### config.mk
export PLATFORM = sky130hd
export DESIGN_NAME = control_unit_pipelined_flat
export DESIGN_NICKNAME = d
export VERILOG_FILES = /design/src/rtl/cu_pkg.sv /design/src/rtl/control_unit_pipelined_if.sv /design/src/rtl/cu_decode.sv /design/src/rtl/control_unit_pipelined.sv /design/src/flat_wrapper.sv
export SDC_FILE = /design/constraint.sdc
export NUM_CORES = 1
export LEC_CHECK = 0
export ABC_AREA = 1
export BUFFER_PORTS_ARGS = -buffer_cell sky130_fd_sc_hd__buf_2
export CORE_UTILIZATION = 48
export DETAILED_ROUTE_END_ITERATION = 8
export PLACE_DENSITY = 0.9
export SLEW_MARGIN = 5
export SYNTH_ARGS = -nofsm -noshare
export SYNTH_HDL_FRONTEND = slang
export SYNTH_SLANG_ARGS = --single-unit
### constraint.sdc
create_clock -name clk -period 2.6 [get_ports clk]
set_input_delay 0.13 -clock clk [delete_from_list [all_inputs] [get_ports clk]]
set_output_delay 0.13 -clock clk [all_outputs]
set_load 0.02 [all_outputs]
### src/rtl/cu_pkg.sv
// Shared types for the pipelined control unit: opcodes, ALU/result-source
// encodings and the control bundle carried from D into E.
package cu_pkg;

    localparam int CU_ALU_W = 4;

    typedef enum logic [3:0] {
        OP_ADD = 4'b0000,
        OP_SUB = 4'b0001,
        OP_AND = 4'b0010,
        OP_ORR = 4'b0011,
        OP_LSL = 4'b0100,
        OP_CMP = 4'b0101,
        OP_SET = 4'b0110,
        OP_LDR = 4'b0111,
        OP_STR = 4'b1000,
        OP_B   = 4'b1001,
        OP_BEQ = 4'b1010,
        OP_BGE = 4'b1011
    } opcode_e;

    localparam logic [CU_ALU_W-1:0] ALU_ADD    = 4'd0;
    localparam logic [CU_ALU_W-1:0] ALU_SUB    = 4'd1;
    localparam logic [CU_ALU_W-1:0] ALU_AND    = 4'd2;
    localparam logic [CU_ALU_W-1:0] ALU_ORR    = 4'd3;
    localparam logic [CU_ALU_W-1:0] ALU_LSL    = 4'd4;
    localparam logic [CU_ALU_W-1:0] ALU_PASS_B = 4'd5;

    localparam logic [1:0] RES_ALU = 2'b00;
    localparam logic [1:0] RES_MEM = 2'b01;

    typedef enum logic [1:0] {
        BR_NONE = 2'd0,
        BR_B    = 2'd1,
        BR_EQ   = 2'd2,
        BR_GE   = 2'd3
    } br_e;

    // valid marks a recognised opcode; unknown opcodes decode to all zeros
    typedef struct packed {
        logic                valid;
        logic                reg_write;
        logic                mem_write;
        logic [1:0]          result_src;
        logic                alu_src;
        logic [CU_ALU_W-1:0] alu_ctrl;
        logic                is_cmp;
        logic                is_ldr;
        br_e                 br;
    } ctrl_bundle_t;

    // Branch resolution against the architectural {N,Z} flags
    function automatic logic br_taken(input br_e br, input logic n, input logic z);
        case (br)
            BR_B:    br_taken = 1'b1;
            BR_EQ:   br_taken = z;
            BR_GE:   br_taken = ~n;
            default: br_taken = 1'b0;
        endcase
    endfunction

endpackage

### src/rtl/control_unit_pipelined_if.sv
// D-stage request / E-stage control bus between the datapath and the control unit.
interface control_unit_pipelined_if #(
    parameter int OP_W       = 4,
    parameter int ALU_CTRL_W = 4,
    parameter int REG_W      = 4
);
    logic                  d_valid_i;
    logic [OP_W-1:0]       d_op_i;
    logic                  d_imm_i;
    logic [REG_W-1:0]      d_rd_i;
    logic [REG_W-1:0]      d_rs1_i;
    logic [REG_W-1:0]      d_rs2_i;
    logic                  alu_zero_i;
    logic                  alu_neg_i;
    logic                  ex_valid_o;
    logic                  ex_reg_write_o;
    logic                  ex_mem_write_o;
    logic [1:0]            ex_result_src_o;
    logic                  ex_alu_src_o;
    logic [ALU_CTRL_W-1:0] ex_alu_ctrl_o;
    logic [REG_W-1:0]      ex_rd_o;
    logic                  branch_taken_o;
    logic                  flush_o;
    logic                  stall_o;
    logic [1:0]            flags_o;

    // datapath side
    modport master (
        output d_valid_i, d_op_i, d_imm_i, d_rd_i, d_rs1_i, d_rs2_i, alu_zero_i, alu_neg_i,
        input  ex_valid_o, ex_reg_write_o, ex_mem_write_o, ex_result_src_o, ex_alu_src_o,
               ex_alu_ctrl_o, ex_rd_o, branch_taken_o, flush_o, stall_o, flags_o
    );

    // control unit side
    modport slave (
        input  d_valid_i, d_op_i, d_imm_i, d_rd_i, d_rs1_i, d_rs2_i, alu_zero_i, alu_neg_i,
        output ex_valid_o, ex_reg_write_o, ex_mem_write_o, ex_result_src_o, ex_alu_src_o,
               ex_alu_ctrl_o, ex_rd_o, branch_taken_o, flush_o, stall_o, flags_o
    );
endinterface

### src/rtl/cu_decode.sv
// Combinational opcode + immediate flag to control bundle decoder (D stage).
module cu_decode
    import cu_pkg::*;
#(
    parameter int OP_W = 4
) (
    input  logic [OP_W-1:0] i_op,
    input  logic            i_imm,
    output ctrl_bundle_t    o_ctrl
);

    // Table lookup; anything not listed stays an all-zero (invalid) bundle
    always_comb begin
        o_ctrl = '0;
        case (i_op)
            OP_W'(OP_ADD): begin o_ctrl.valid = 1'b1; o_ctrl.reg_write = 1'b1; o_ctrl.alu_ctrl = ALU_ADD; o_ctrl.alu_src = i_imm; end
            OP_W'(OP_SUB): begin o_ctrl.valid = 1'b1; o_ctrl.reg_write = 1'b1; o_ctrl.alu_ctrl = ALU_SUB; o_ctrl.alu_src = i_imm; end
            OP_W'(OP_AND): begin o_ctrl.valid = 1'b1; o_ctrl.reg_write = 1'b1; o_ctrl.alu_ctrl = ALU_AND; o_ctrl.alu_src = i_imm; end
            OP_W'(OP_ORR): begin o_ctrl.valid = 1'b1; o_ctrl.reg_write = 1'b1; o_ctrl.alu_ctrl = ALU_ORR; o_ctrl.alu_src = i_imm; end
            OP_W'(OP_LSL): begin o_ctrl.valid = 1'b1; o_ctrl.reg_write = 1'b1; o_ctrl.alu_ctrl = ALU_LSL; o_ctrl.alu_src = i_imm; end
            OP_W'(OP_CMP): begin
                o_ctrl.valid    = 1'b1;
                o_ctrl.alu_ctrl = ALU_SUB;
                o_ctrl.alu_src  = i_imm;
                o_ctrl.is_cmp   = 1'b1;
            end
            OP_W'(OP_SET): begin o_ctrl.valid = 1'b1; o_ctrl.reg_write = 1'b1; o_ctrl.alu_ctrl = ALU_PASS_B; o_ctrl.alu_src = i_imm; end
            OP_W'(OP_LDR): begin
                o_ctrl.valid      = 1'b1;
                o_ctrl.reg_write  = 1'b1;
                o_ctrl.result_src = RES_MEM;
                o_ctrl.alu_ctrl   = ALU_ADD;
                o_ctrl.alu_src    = 1'b1;
                o_ctrl.is_ldr     = 1'b1;
            end
            OP_W'(OP_STR): begin
                o_ctrl.valid     = 1'b1;
                o_ctrl.mem_write = 1'b1;
                o_ctrl.alu_ctrl  = ALU_ADD;
                o_ctrl.alu_src   = 1'b1;
            end
            OP_W'(OP_B):   begin o_ctrl.valid = 1'b1; o_ctrl.alu_ctrl = ALU_ADD; o_ctrl.br = BR_B;  end
            OP_W'(OP_BEQ): begin o_ctrl.valid = 1'b1; o_ctrl.alu_ctrl = ALU_ADD; o_ctrl.br = BR_EQ; end
            OP_W'(OP_BGE): begin o_ctrl.valid = 1'b1; o_ctrl.alu_ctrl = ALU_ADD; o_ctrl.br = BR_GE; end
            default: o_ctrl = '0;
        endcase
    end

endmodule

### src/rtl/control_unit_pipelined.sv
// Pipelined control unit: D-stage decode, E-stage control register, {N,Z}
// flags, branch resolution in E and load-use stall generation.
module control_unit_pipelined
    import cu_pkg::*;
#(
    parameter int OP_W       = 4,
    parameter int ALU_CTRL_W = 4,
    parameter int REG_W      = 4,
    parameter int LOAD_LAT   = 1
) (
    input  logic                     clk,
    input  logic                     rst,
    control_unit_pipelined_if.slave  bus
);

    // counter only needs to reach LOAD_LAT-1
    localparam int CNT_W = (LOAD_LAT > 1) ? $clog2(LOAD_LAT) : 1;

    ctrl_bundle_t      w_dec;
    ctrl_bundle_t      r_ex;
    logic [REG_W-1:0]  r_ex_rd;
    logic [1:0]        r_flags;        // {N,Z}
    logic [CNT_W-1:0]  r_stall_cnt;
    logic              w_hazard;
    logic              w_taken;
    logic              w_stall;

    cu_decode #(.OP_W(OP_W)) u_decode (
        .i_op   (bus.d_op_i),
        .i_imm  (bus.d_imm_i),
        .o_ctrl (w_dec)
    );

    // Load-use hazard, branch resolution and overall stall request
    always_comb begin
        w_hazard = r_ex.valid && r_ex.is_ldr && bus.d_valid_i &&
                   ((r_ex_rd == bus.d_rs1_i) || (!bus.d_imm_i && (r_ex_rd == bus.d_rs2_i)));
        w_taken  = r_ex.valid && br_taken(r_ex.br, r_flags[1], r_flags[0]);
        w_stall  = w_hazard || (r_stall_cnt != '0);
    end

    // E register: flush or stall inserts a bubble, otherwise take the D bundle
    always_ff @(posedge clk) begin
        if (rst) begin
            r_ex    <= '0;
            r_ex_rd <= '0;
        end else if (w_taken || w_stall || !bus.d_valid_i || !w_dec.valid) begin
            r_ex    <= '0;
            r_ex_rd <= '0;
        end else begin
            r_ex    <= w_dec;
            r_ex_rd <= bus.d_rd_i;
        end
    end

    // Flags capture the ALU result of a CMP sitting in E
    always_ff @(posedge clk) begin
        if (rst)
            r_flags <= 2'b00;
        else if (r_ex.valid && r_ex.is_cmp)
            r_flags <= {bus.alu_neg_i, bus.alu_zero_i};
    end

    // Extra stall cycles after a load-use hazard; a redirect cancels them
    always_ff @(posedge clk) begin
        if (rst)
            r_stall_cnt <= '0;
        else if (w_taken)
            r_stall_cnt <= '0;
        else if (w_hazard)
            r_stall_cnt <= CNT_W'(LOAD_LAT - 1);
        else if (r_stall_cnt != '0)
            r_stall_cnt <= r_stall_cnt - CNT_W'(1);
    end

    assign bus.ex_valid_o      = r_ex.valid;
    assign bus.ex_reg_write_o  = r_ex.reg_write;
    assign bus.ex_mem_write_o  = r_ex.mem_write;
    assign bus.ex_result_src_o = r_ex.result_src;
    assign bus.ex_alu_src_o    = r_ex.alu_src;
    assign bus.ex_alu_ctrl_o   = ALU_CTRL_W'(r_ex.alu_ctrl);
    assign bus.ex_rd_o         = r_ex_rd;
    assign bus.branch_taken_o  = w_taken;
    assign bus.flush_o         = w_taken;
    assign bus.stall_o         = w_stall;
    assign bus.flags_o         = r_flags;

endmodule
### src/flat_wrapper.sv
// flat-port wrapper written by rule: the top's interface ports become plain ports
module control_unit_pipelined_flat import cu_pkg::*;
#(
    parameter int OP_W       = 4,
    parameter int ALU_CTRL_W = 4,
    parameter int REG_W      = 4,
    parameter int LOAD_LAT   = 1
)
  (clk, rst, bus_d_valid_i, bus_d_op_i, bus_d_imm_i, bus_d_rd_i, bus_d_rs1_i, bus_d_rs2_i, bus_alu_zero_i, bus_alu_neg_i, bus_ex_valid_o, bus_ex_reg_write_o, bus_ex_mem_write_o, bus_ex_result_src_o, bus_ex_alu_src_o, bus_ex_alu_ctrl_o, bus_ex_rd_o, bus_branch_taken_o, bus_flush_o, bus_stall_o, bus_flags_o);
  control_unit_pipelined_if #(.OP_W(OP_W), .ALU_CTRL_W(ALU_CTRL_W), .REG_W(REG_W)) bus_i ();
  input  logic clk;
  input  logic rst;
  input wire logic [$bits(bus_i.d_valid_i)-1:0] bus_d_valid_i;
  input wire logic [$bits(bus_i.d_op_i)-1:0] bus_d_op_i;
  input wire logic [$bits(bus_i.d_imm_i)-1:0] bus_d_imm_i;
  input wire logic [$bits(bus_i.d_rd_i)-1:0] bus_d_rd_i;
  input wire logic [$bits(bus_i.d_rs1_i)-1:0] bus_d_rs1_i;
  input wire logic [$bits(bus_i.d_rs2_i)-1:0] bus_d_rs2_i;
  input wire logic [$bits(bus_i.alu_zero_i)-1:0] bus_alu_zero_i;
  input wire logic [$bits(bus_i.alu_neg_i)-1:0] bus_alu_neg_i;
  output wire logic [$bits(bus_i.ex_valid_o)-1:0] bus_ex_valid_o;
  output wire logic [$bits(bus_i.ex_reg_write_o)-1:0] bus_ex_reg_write_o;
  output wire logic [$bits(bus_i.ex_mem_write_o)-1:0] bus_ex_mem_write_o;
  output wire logic [$bits(bus_i.ex_result_src_o)-1:0] bus_ex_result_src_o;
  output wire logic [$bits(bus_i.ex_alu_src_o)-1:0] bus_ex_alu_src_o;
  output wire logic [$bits(bus_i.ex_alu_ctrl_o)-1:0] bus_ex_alu_ctrl_o;
  output wire logic [$bits(bus_i.ex_rd_o)-1:0] bus_ex_rd_o;
  output wire logic [$bits(bus_i.branch_taken_o)-1:0] bus_branch_taken_o;
  output wire logic [$bits(bus_i.flush_o)-1:0] bus_flush_o;
  output wire logic [$bits(bus_i.stall_o)-1:0] bus_stall_o;
  output wire logic [$bits(bus_i.flags_o)-1:0] bus_flags_o;
  assign bus_i.d_valid_i = bus_d_valid_i;
  assign bus_i.d_op_i = bus_d_op_i;
  assign bus_i.d_imm_i = bus_d_imm_i;
  assign bus_i.d_rd_i = bus_d_rd_i;
  assign bus_i.d_rs1_i = bus_d_rs1_i;
  assign bus_i.d_rs2_i = bus_d_rs2_i;
  assign bus_i.alu_zero_i = bus_alu_zero_i;
  assign bus_i.alu_neg_i = bus_alu_neg_i;
  assign bus_ex_valid_o = bus_i.ex_valid_o;
  assign bus_ex_reg_write_o = bus_i.ex_reg_write_o;
  assign bus_ex_mem_write_o = bus_i.ex_mem_write_o;
  assign bus_ex_result_src_o = bus_i.ex_result_src_o;
  assign bus_ex_alu_src_o = bus_i.ex_alu_src_o;
  assign bus_ex_alu_ctrl_o = bus_i.ex_alu_ctrl_o;
  assign bus_ex_rd_o = bus_i.ex_rd_o;
  assign bus_branch_taken_o = bus_i.branch_taken_o;
  assign bus_flush_o = bus_i.flush_o;
  assign bus_stall_o = bus_i.stall_o;
  assign bus_flags_o = bus_i.flags_o;
  control_unit_pipelined #(.OP_W(OP_W), .ALU_CTRL_W(ALU_CTRL_W), .REG_W(REG_W), .LOAD_LAT(LOAD_LAT)) u_core (.clk(clk), .rst(rst), .bus(bus_i));
endmodule
==> impl_metrics.ini, run 1 <==
[min_path]
holdCritPathClass = input port to register
min_path_cells = 2
min_to = u_core.bus.flags_o[0]
min_from = rst

[yosys]
ys_warn_count = 0
synth.top_cell.area_share = 0.403
synthTopCellsByArea = dfxtp_1 40%, nand2_1 16%, inv_1 10%
yosysSeqAreaShare = 0.403
yosys.area.top_type = dfxtp_1
yosys.cell_types.count = 18
syn-mean-instance-area_um2 = 6.98
synthCells = 128
synth_common_cells = 37 x nand2_1, 24 x inv_1, 18 x dfxtp_1
synth.cell_area_um2 = 893
yosysMostFrequentCell = nand2_1
synth_edf_count = 0
ys_ff_latch = 18
synth-main-ff-cell = dfxtp_1
async_flop_share = 0

[finish]
fillers = 161
multiInputGateArea_um2 = 383
layoutNonFillerInstCount = 188
final_nets = 187
seqCellArea_um2 = 360
syn_to_final_growth_pct = 20.6
n_antenna_cell = 0
drive_above_1_share = 0.325

[critical_path]
rrSetupSlack_ns = 1.35
rr_endpoint = u_core.bus.ex_alu_ctrl_o[2]
cpPeakStageDelay_ns = 0.37
path_max_fanout = 4
crit_cells = 9
worstPathRequired_ns = 2.47
crit_type = register to output pin
reg2reg_from = u_core.bus.ex_rd_o[0]
cp-end-kind = output pin
path_cells = inv_1 > nand2_1 > nand2_1 > nor2_1 > nand2_1 > nand2_1 > nand2_2 > nand2_1 > buf_2
cpMostUsedCell = nand2_1
cp_top_family = simple AND/OR/NAND/NOR gates
cp-start-kind = register
worst-path-buf-inv = 2
reg2regPathDepth = 7
cpMaxStageDelayCell = dfxtp_1
worstPathArrival_ns = 1.40

[placed_design]
hpwl_mm = 1.42
globalplace.congestion = 0.736
io_buffers = 38
dp.cells = 185

[global_route]
grt_max_degree = 16
grt_pass1_wl_mm = 2.65
grtUsageTotal = 0.184
grt_antenna_before_repair = 0
grt-ovfl-total = 0
grt_pass1_vias = 729

[floorplan]
die-area_um2 = 2040
initial_utilization = 0.517
num_io_pins = 41
row_count = 15
die_h_um = 45.1
die_w_um = 45.1
coreArea_um2 = 1730

[timing]
whs_ns = 0.0339
slew_violations = 0
timing.fmax_ghz = 0.654
period_share = 0.588
setup_tns_ns = 0
rsz0062_at_grt = no
setup_violations = 0
finalHoldViolCount = 0
skew_ns = 0.000895
layout_min_cycle_time_ns = 1.53

[clocking]
path_clk_slew_ns = 0.09
htreeDepth = 1
cts_buffers = 3
postCtsSetupBuffers = 0
tritoncts = built
root_buffer = clkbuf_4
numClockSinks = 18
clk_latency_ns = 0.29
max-clock-path-buffers = 2
cts_resized = 0
hold_buffers = 0

[power]
powerDensity_nw_per_um2 = 452
leakage_nw = 0.623
fin_total_pwr_mw = 0.487
ir_drop_mv = 0.266

[drt]
routed_wirelength_mm = 1.75
drtIter0Drc = 12
post-route-drc-count = 0
drtAntennaViolNets = 0
detail_route.vias_per_cell = 4.51
avgRoutedWirePerCell_um = 9.29
vias = 848
firstDrtPassIters = 4

[status]
outcome = finished, final reports clean

[flow_run]
drv_cap = 0
[registers in the layout (all words and copies together), names as in the netlist]
signal	flops
u_core.bus.ex_valid_o	1
u_core.bus.ex_alu_ctrl_o	3
u_core.bus.ex_mem_write_o	1
u_core.r_ex	3
u_core.bus.ex_alu_src_o	1
u_core.bus.ex_result_src_o	1
u_core.r_stall_cnt	1
u_core.bus.ex_rd_o	4
u_core.bus.ex_reg_write_o	1
u_core.bus.flags_o	2
[worst max path at each step]
stage                           from                           to
2_1_floorplan  u_core.bus.ex_rd_o[1]        u_core.bus.ex_valid_o
3_3_place_gp   u_core.bus.ex_rd_o[1]               u_core.r_ex[0]
3_5_place_dp   u_core.bus.ex_rd_o[0]  u_core.bus.ex_alu_ctrl_o[2]
4_1_cts        u_core.bus.ex_rd_o[1]                  bus_stall_o
5_1_grt        u_core.bus.ex_rd_o[1]                  bus_stall_o
6_report       u_core.bus.ex_rd_o[1]                  bus_stall_o
[per-stage QoR]
step,setup slack (ns),utilization,area (µm²)
3_3_place_gp,1.43,0.611,1050
4_1_cts,1.06,0.624,1080
2_1_floorplan,1.31,-,901
3_5_place_dp,1.36,0.611,1050
6_report,1.07,0.624,1080
5_1_grt,0.933,0.624,1080
[cell type report]
class,instances,area share
multi-input cells,80,0.355
well taps,25,0.0290
clock buffers,3,0.0209
flip-flops and latches,18,0.334
repair buffers,38,0.177
inverters,24,0.0836
[layout by cell type (no fill, tap or decap), types with 2 or more instances in the layout]
master,Yosys,layout
conb_1,1,3
a21oi_1,4,4
xor2_1,2,2
nand2_1,37,37
inv_1,24,24
nor2_1,16,16
buf_2,0,38
nor2_2,8,8
nand3_1,3,3
dfxtp_1,18,18
clkbuf_4,0,3
[logic make-up after synthesis]
group                     synth area share
xor gates and xnor gates            0.0294
buffers and inverters                0.176
and+or+nand+nor                      0.335
other                              0.00420
DFF                                  0.403
AOI/OAI and AO/OA                   0.0518
[metal layers]
layer	GRT usage	share of wire	vias up
met1	0.183	0.39	380
met5	0	0	-
met4	0.127	0.024	0
met3	0.0280	0.057	4
met2	0.345	0.53	30
li1	-	-	434
[power by group]
part           switching [mW]  total (mW)  internal (mW)  leakage (nW)
registers             0.00258       0.283          0.280         0.146
logic                  0.0436      0.0714         0.0278         0.463
clock network          0.0787       0.133         0.0540        0.0138
[worst register-to-register path, cell delays in order, from the launching register on]
cell and delay (ns):
dfxtp_1 0.39, xor2_1 0.18, nor2_1 0.07, nand2_1 0.06, nand2_1 0.06, nand2_2 0.09
nand3_4 0.20, nor2_1 0.15
(Power assumes the default switching activity.)
==> run 2: changes to the inputs <==
CORE_UTILIZATION = 41   (was 48)
PLACE_DENSITY = 0.82   (was 0.9)
clock period = 1.3 ns   (was 2.6 ns; I/O delays follow)
==> run 2 against run 1 <==
Effect of this change:
- die area up 16%
- non-clock buffer count up 6
- the run now ends with setup timing left
- clock power rose to 2.6 times the previous value
- worst hold slack worse by 0.017 ns
- combinational power up 130%
- setup slack worse by 1.1 ns
- sequential share of layout area down 2.7 points
- first-iteration DRC count up 50%
- critical path depth down 2
- cell count up 5.3%
==> impl_metrics.ini, run 2 (synthesized netlist as in run 1, its figures left out) <==
[status]
outcome = finished, violations left
violations = setup timing

[finish]
largest_register_ffs = 4
syn_to_final_growth_pct = 33.8
final_nets = 194
final_common_cell = buf_2
drive_above_1_share = 0.380
n_antenna_cell = 0
mostFrequentLayoutCells = 37 x buf_2, 35 x nand2_1, 22 x inv_1
layoutNonFillerInstCount = 198

[global_route]
grtUsageTotal = 0.174
grt_antenna_before_repair = 0
grt_pass1_wl_mm = 3.13
grt-ovfl-total = 0
grt_max_degree = 16
grt_pass1_vias = 793

[timing]
rsz0062_at_grt = yes
finalHoldViolCount = 0
slew_violations = 0
setup_violations = 1
setup_ws_ns = -0.0506
skew_ns = 0.00138
timing.fmax_ghz = 0.740
period_share = 1.04
layout_min_cycle_time_ns = 1.35
whs_ns = 0.0164

[floorplan]
num_io_pins = 41
die_h_um = 48.7
coreArea_um2 = 2000
row_count = 16
die-area_um2 = 2370
die_w_um = 48.7
initial_utilization = 0.446

[clocking]
root_buffer = clkbuf_4
max-clock-path-buffers = 2
clk_latency_ns = 0.30
tritoncts = built
cts_buffers = 3
numClockSinks = 18
htreeDepth = 1
path_clk_slew_ns = 0.10

[drt]
firstDrtPassIters = 5
avgRoutedWirePerCell_um = 10.4
routed_wirelength_mm = 2.07
maxUsedRoutingLayer = met4
post-route-drc-count = 0
vias = 875
drtIter0Drc = 18
wl_met1_um = 834
wl_met2_mm = 1.09
drtAntennaViolNets = 0
met3WireLength_um = 118
detail_route.vias_per_cell = 4.42

[critical_path]
worstPathRequired_ns = 1.24
cp-start-kind = register
cp-end-kind = output pin
path_max_fanout = 4
rr_endpoint = u_core.bus.ex_valid_o
reg2reg_from = u_core.bus.ex_rd_o[0]
reg2regPathDepth = 8
crit_type = register to output pin
worstPathArrival_ns = 1.29
rrSetupSlack_ns = 0.03

[power]
powerDensity_nw_per_um2 = 900
fin_total_pwr_mw = 1.08
ir_drop_mv = 0.595
leakage_nw = 0.662

[placed_design]
hpwl_mm = 1.43
globalplace.congestion = 0.752
dp.cells = 187
io_buffers = 38

[min_path]
min_path_cells = 3
min_from = bus_alu_neg_i
holdCritPathClass = input port to register
min_to = u_core.bus.flags_o[1]

[flow_run]
drv_cap = 0
run 2: cell count changes in the layout (fill, tap and decap cells not counted), moves of 2 or more:
cell	delta
dlygate4sd3_1	+5
dfxtp_1	-4
dfxtp_2	+3
inv_1	-2
inv_2	+2
nand2_1	-2
nand2_2	+2
run 2: final cells by class:
class / count / area [µm²]
fill: 197 / 807
multi-input combinational: 81 / 413
timing repair buffer: 44 / 254
tap: 27 / 33.8
sequential: 18 / 368
inverter: 24 / 90.1
clock buffer: 4 / 36.3
run 2: layer usage:
layer / up-vias / track usage
li1: 453 / -
met1: 384 / 0.175
met2: 34 / 0.326
met3: 4 / 0.0409
met4: 0 / 0.0882
met5: - / 0
run 2: what timing repair did:
item	CTS	global route
resized for setup	7	7
buffers inserted	1	0
gates cloned	0	1
pin swaps	3	2
setup endpoints to repair	1	16
hold endpoints to repair	6	0
hold buffers	5	0
run 2: metrics by stage:
stage	TNS [ns]	setup slack, ns	util	instance area [µm²]
3_3_place_gp	0	0.122	0.528	1060
6_report	-0.0506	-0.0506	0.597	1190
3_5_place_dp	0	0.0315	0.528	1060
2_1_floorplan	0	0.0124	-	901
4_1_cts	-0.175	-0.0538	0.582	1160
5_1_grt	-0.831	-0.134	0.597	1190
run 2: where the power goes:
part / switching, mW / leakage [nW] / internal (mW) / total (mW)
clock network: 0.174 / 0.0210 / 0.171 / 0.345
logic: 0.0959 / 0.493 / 0.0697 / 0.166
registers: 0.00573 / 0.148 / 0.559 / 0.565
total: 0.276 / 0.662 / 0.800 / 1.08
run 2: critical path, cell delays in order, from the launching register on:
cell and delay, ns:
dfxtp_2 0.35, xor2_1 0.13, nor2_1 0.13, nand2_1 0.07, nand2_1 0.08, nand2_2 0.06
nand2_2 0.06, buf_6 0.11
run 2: worst max-delay path by stage:
| stage | from | to | slack, ns | cells after the start |
|---|---|---|---|---|
| after floorplan | u_core.bus.ex_rd_o[1] | u_core.bus.ex_valid_o | 0.01 | 10 |
| after global placement | u_core.bus.ex_rd_o[1] | u_core.r_ex[0] | 0.12 | 9 |
| after detailed placement | u_core.bus.ex_rd_o[1] | u_core.bus.ex_valid_o | 0.03 | 9 |
| after CTS | u_core.bus.ex_rd_o[0] | bus_stall_o | -0.05 | 7 |
| after global routing | u_core.bus.ex_rd_o[3] | bus_stall_o | -0.13 | 7 |
| final | u_core.bus.ex_rd_o[0] | bus_stall_o | -0.05 | 7 |
==> run 3: changes to the inputs <==
clock period = 1.22 ns   (was 1.3 ns; I/O delays follow)
==> run 3 against run 2 <==
Effect of this change:
- the run still ends with setup timing left
- critical path depth unchanged
- register-to-register slack worse by 0.14 ns
- global-route usage down 0.17 points
- utilization shrank 0.88 points
- first-iteration DRC count down 28%
- setup slack got worse by 0.070 ns
- non-clock buffer count is 1 higher
- count of clock-buffer cells in the layout decreased by 1
- sequential power up 6.5%
- cell count unchanged
==> impl_metrics.ini, run 3 (synthesized netlist as in run 1, its figures left out) <==
[critical_path]
path_max_fanout = 4
cp-start-kind = register
worstPathArrival_ns = 1.28
rrSetupSlack_ns = -0.11
worstPathRequired_ns = 1.16
crit_type = register to output pin
cp-end-kind = output pin

[finish]
design_area_um2 = 1180
syn_to_final_growth_pct = 31.8
drive_above_1_share = 0.374
final_nets = 195
final_util = 0.588
final_common_cell = nand2_1
mostFrequentLayoutCells = 36 x nand2_1, 35 x buf_2, 22 x inv_1
largest_register_ffs = 4
n_antenna_cell = 0

[timing]
skew_ns = 0.00388
timing.fmax_ghz = 0.746
period_share = 1.10
setup_violations = 16
setup_ws_ns = -0.120
finalHoldViolCount = 0
slew_violations = 0
layout_min_cycle_time_ns = 1.34
rsz0062_at_grt = yes

[floorplan]
num_io_pins = 41
die_w_um = 48.7
die-area_um2 = 2370
row_count = 16
die_h_um = 48.7
initial_utilization = 0.446
coreArea_um2 = 2000

[power]
combPwrFrac = 0.162
ir_drop_mv = 0.485
p_sw_frac = 0.262
power_switching_mw = 0.278
seq_power_share = 0.567
cellInternalPower_mw = 0.783
powerDensity_nw_per_um2 = 902
power.share.clock = 0.271
leakage_nw = 0.660

[drt]
post-route-drc-count = 0
vias = 916
avgRoutedWirePerCell_um = 10.6
routed_wirelength_mm = 2.10
firstDrtPassIters = 4
drtAntennaViolNets = 0
drtIter0Drc = 13
detail_route.vias_per_cell = 4.63

[clocking]
tritoncts = built
root_buffer = clkbuf_4
path_clk_slew_ns = 0.10
clk_latency_ns = 0.29
htreeDepth = 1
max-clock-path-buffers = 2
numClockSinks = 18
cts_buffers = 3

[global_route]
grt_max_degree = 16
grt_pass1_wl_mm = 3.18
grt_pass1_vias = 808
grt_antenna_before_repair = 0
grt-ovfl-total = 0
grtUsageTotal = 0.172

[placed_design]
io_buffers = 38
dpl_cell_area_um2 = 1060
hpwl_mm = 1.41
globalplace.congestion = 0.775

[status]
violations = setup timing
outcome = finished, violations left

[min_path]
holdCritPathClass = input port to register

[flow_run]
drv_cap = 0
run 3: cell types whose count changed in the layout (fill, tap and decap cells not counted), sizes merged:
cell / before / now
buf: 39 / 40
clkbuf: 4 / 3
run 3: what timing repair did:
action / in CTS / in global routing
endpoints found under the setup margin: 1 / 18
pin swaps: 2 / 0
buffers inserted: 1 / 1
hold buffers: 5 / 0
gates cloned: 0 / 1
hold endpoints to repair: 6 / 0
resized for setup: 4 / 5
run 3: layout make-up:
cell class / instances / area (µm²)
well taps: 27 / 33.8
inverters: 24 / 90.1
flip-flops and latches: 18 / 369
fillers: 196 / 825
multi-input cells: 81 / 395
clock buffers: 3 / 22.5
repair buffers: 45 / 267
run 3: worst paths after layout:
kind                              start                     endpoint  cells past startpoint
setup / recovery  u_core.bus.ex_rd_o[0]                  bus_stall_o                      7
hold / removal           bus_alu_zero_i        u_core.bus.flags_o[0]                      3
setup reg to reg  u_core.bus.ex_rd_o[0]  u_core.bus.ex_alu_ctrl_o[1]                      8
hold reg to reg   u_core.bus.flags_o[1]        u_core.bus.flags_o[1]                      2
run 3: through the flow:
stage               cells  setup slack (ns)  hold WS [ns]  setup TNS [ns]  total power [mW]
floorplan             130            0.0241         0.130               0             0.712
global placement      187            0.0672         0.266               0             0.762
detailed placement    187            0.0503         0.272               0             0.767
CTS                   196           -0.0862        0.0107          -0.813              1.06
global route          198            -0.195       0.00781           -2.12              1.11
finish                198            -0.120        0.0150          -0.921              1.06
run 3: routing by layer:
layer	routed length, µm	track usage	vias up
met3	94	0.0252	4
met2	1130	0.310	33
li1	-	-	458
met1	836	0.182	421
met5	0	0	-
met4	39	0.118	0
run 3: power by group through the flow:
stage | clock [mW] | combinational [mW] | sequential [mW]
4_1_cts | 0.288 | 0.167 | 0.603
3_5_place_dp | 0 | 0.151 | 0.617
5_1_grt | 0.317 | 0.190 | 0.603
2_1_floorplan | 0 | 0.0887 | 0.624
6_report | 0.288 | 0.172 | 0.602
3_3_place_gp | 0 | 0.146 | 0.616
run 3: critical path, cell delays in order (launching register included):
cell	delay (ns)
dfxtp_4	0.37
xor2_1	0.14
nor2_1	0.13
nand2_1	0.06
nand2_1	0.07
nand2_2	0.06
nand2_2	0.06
buf_6	0.11
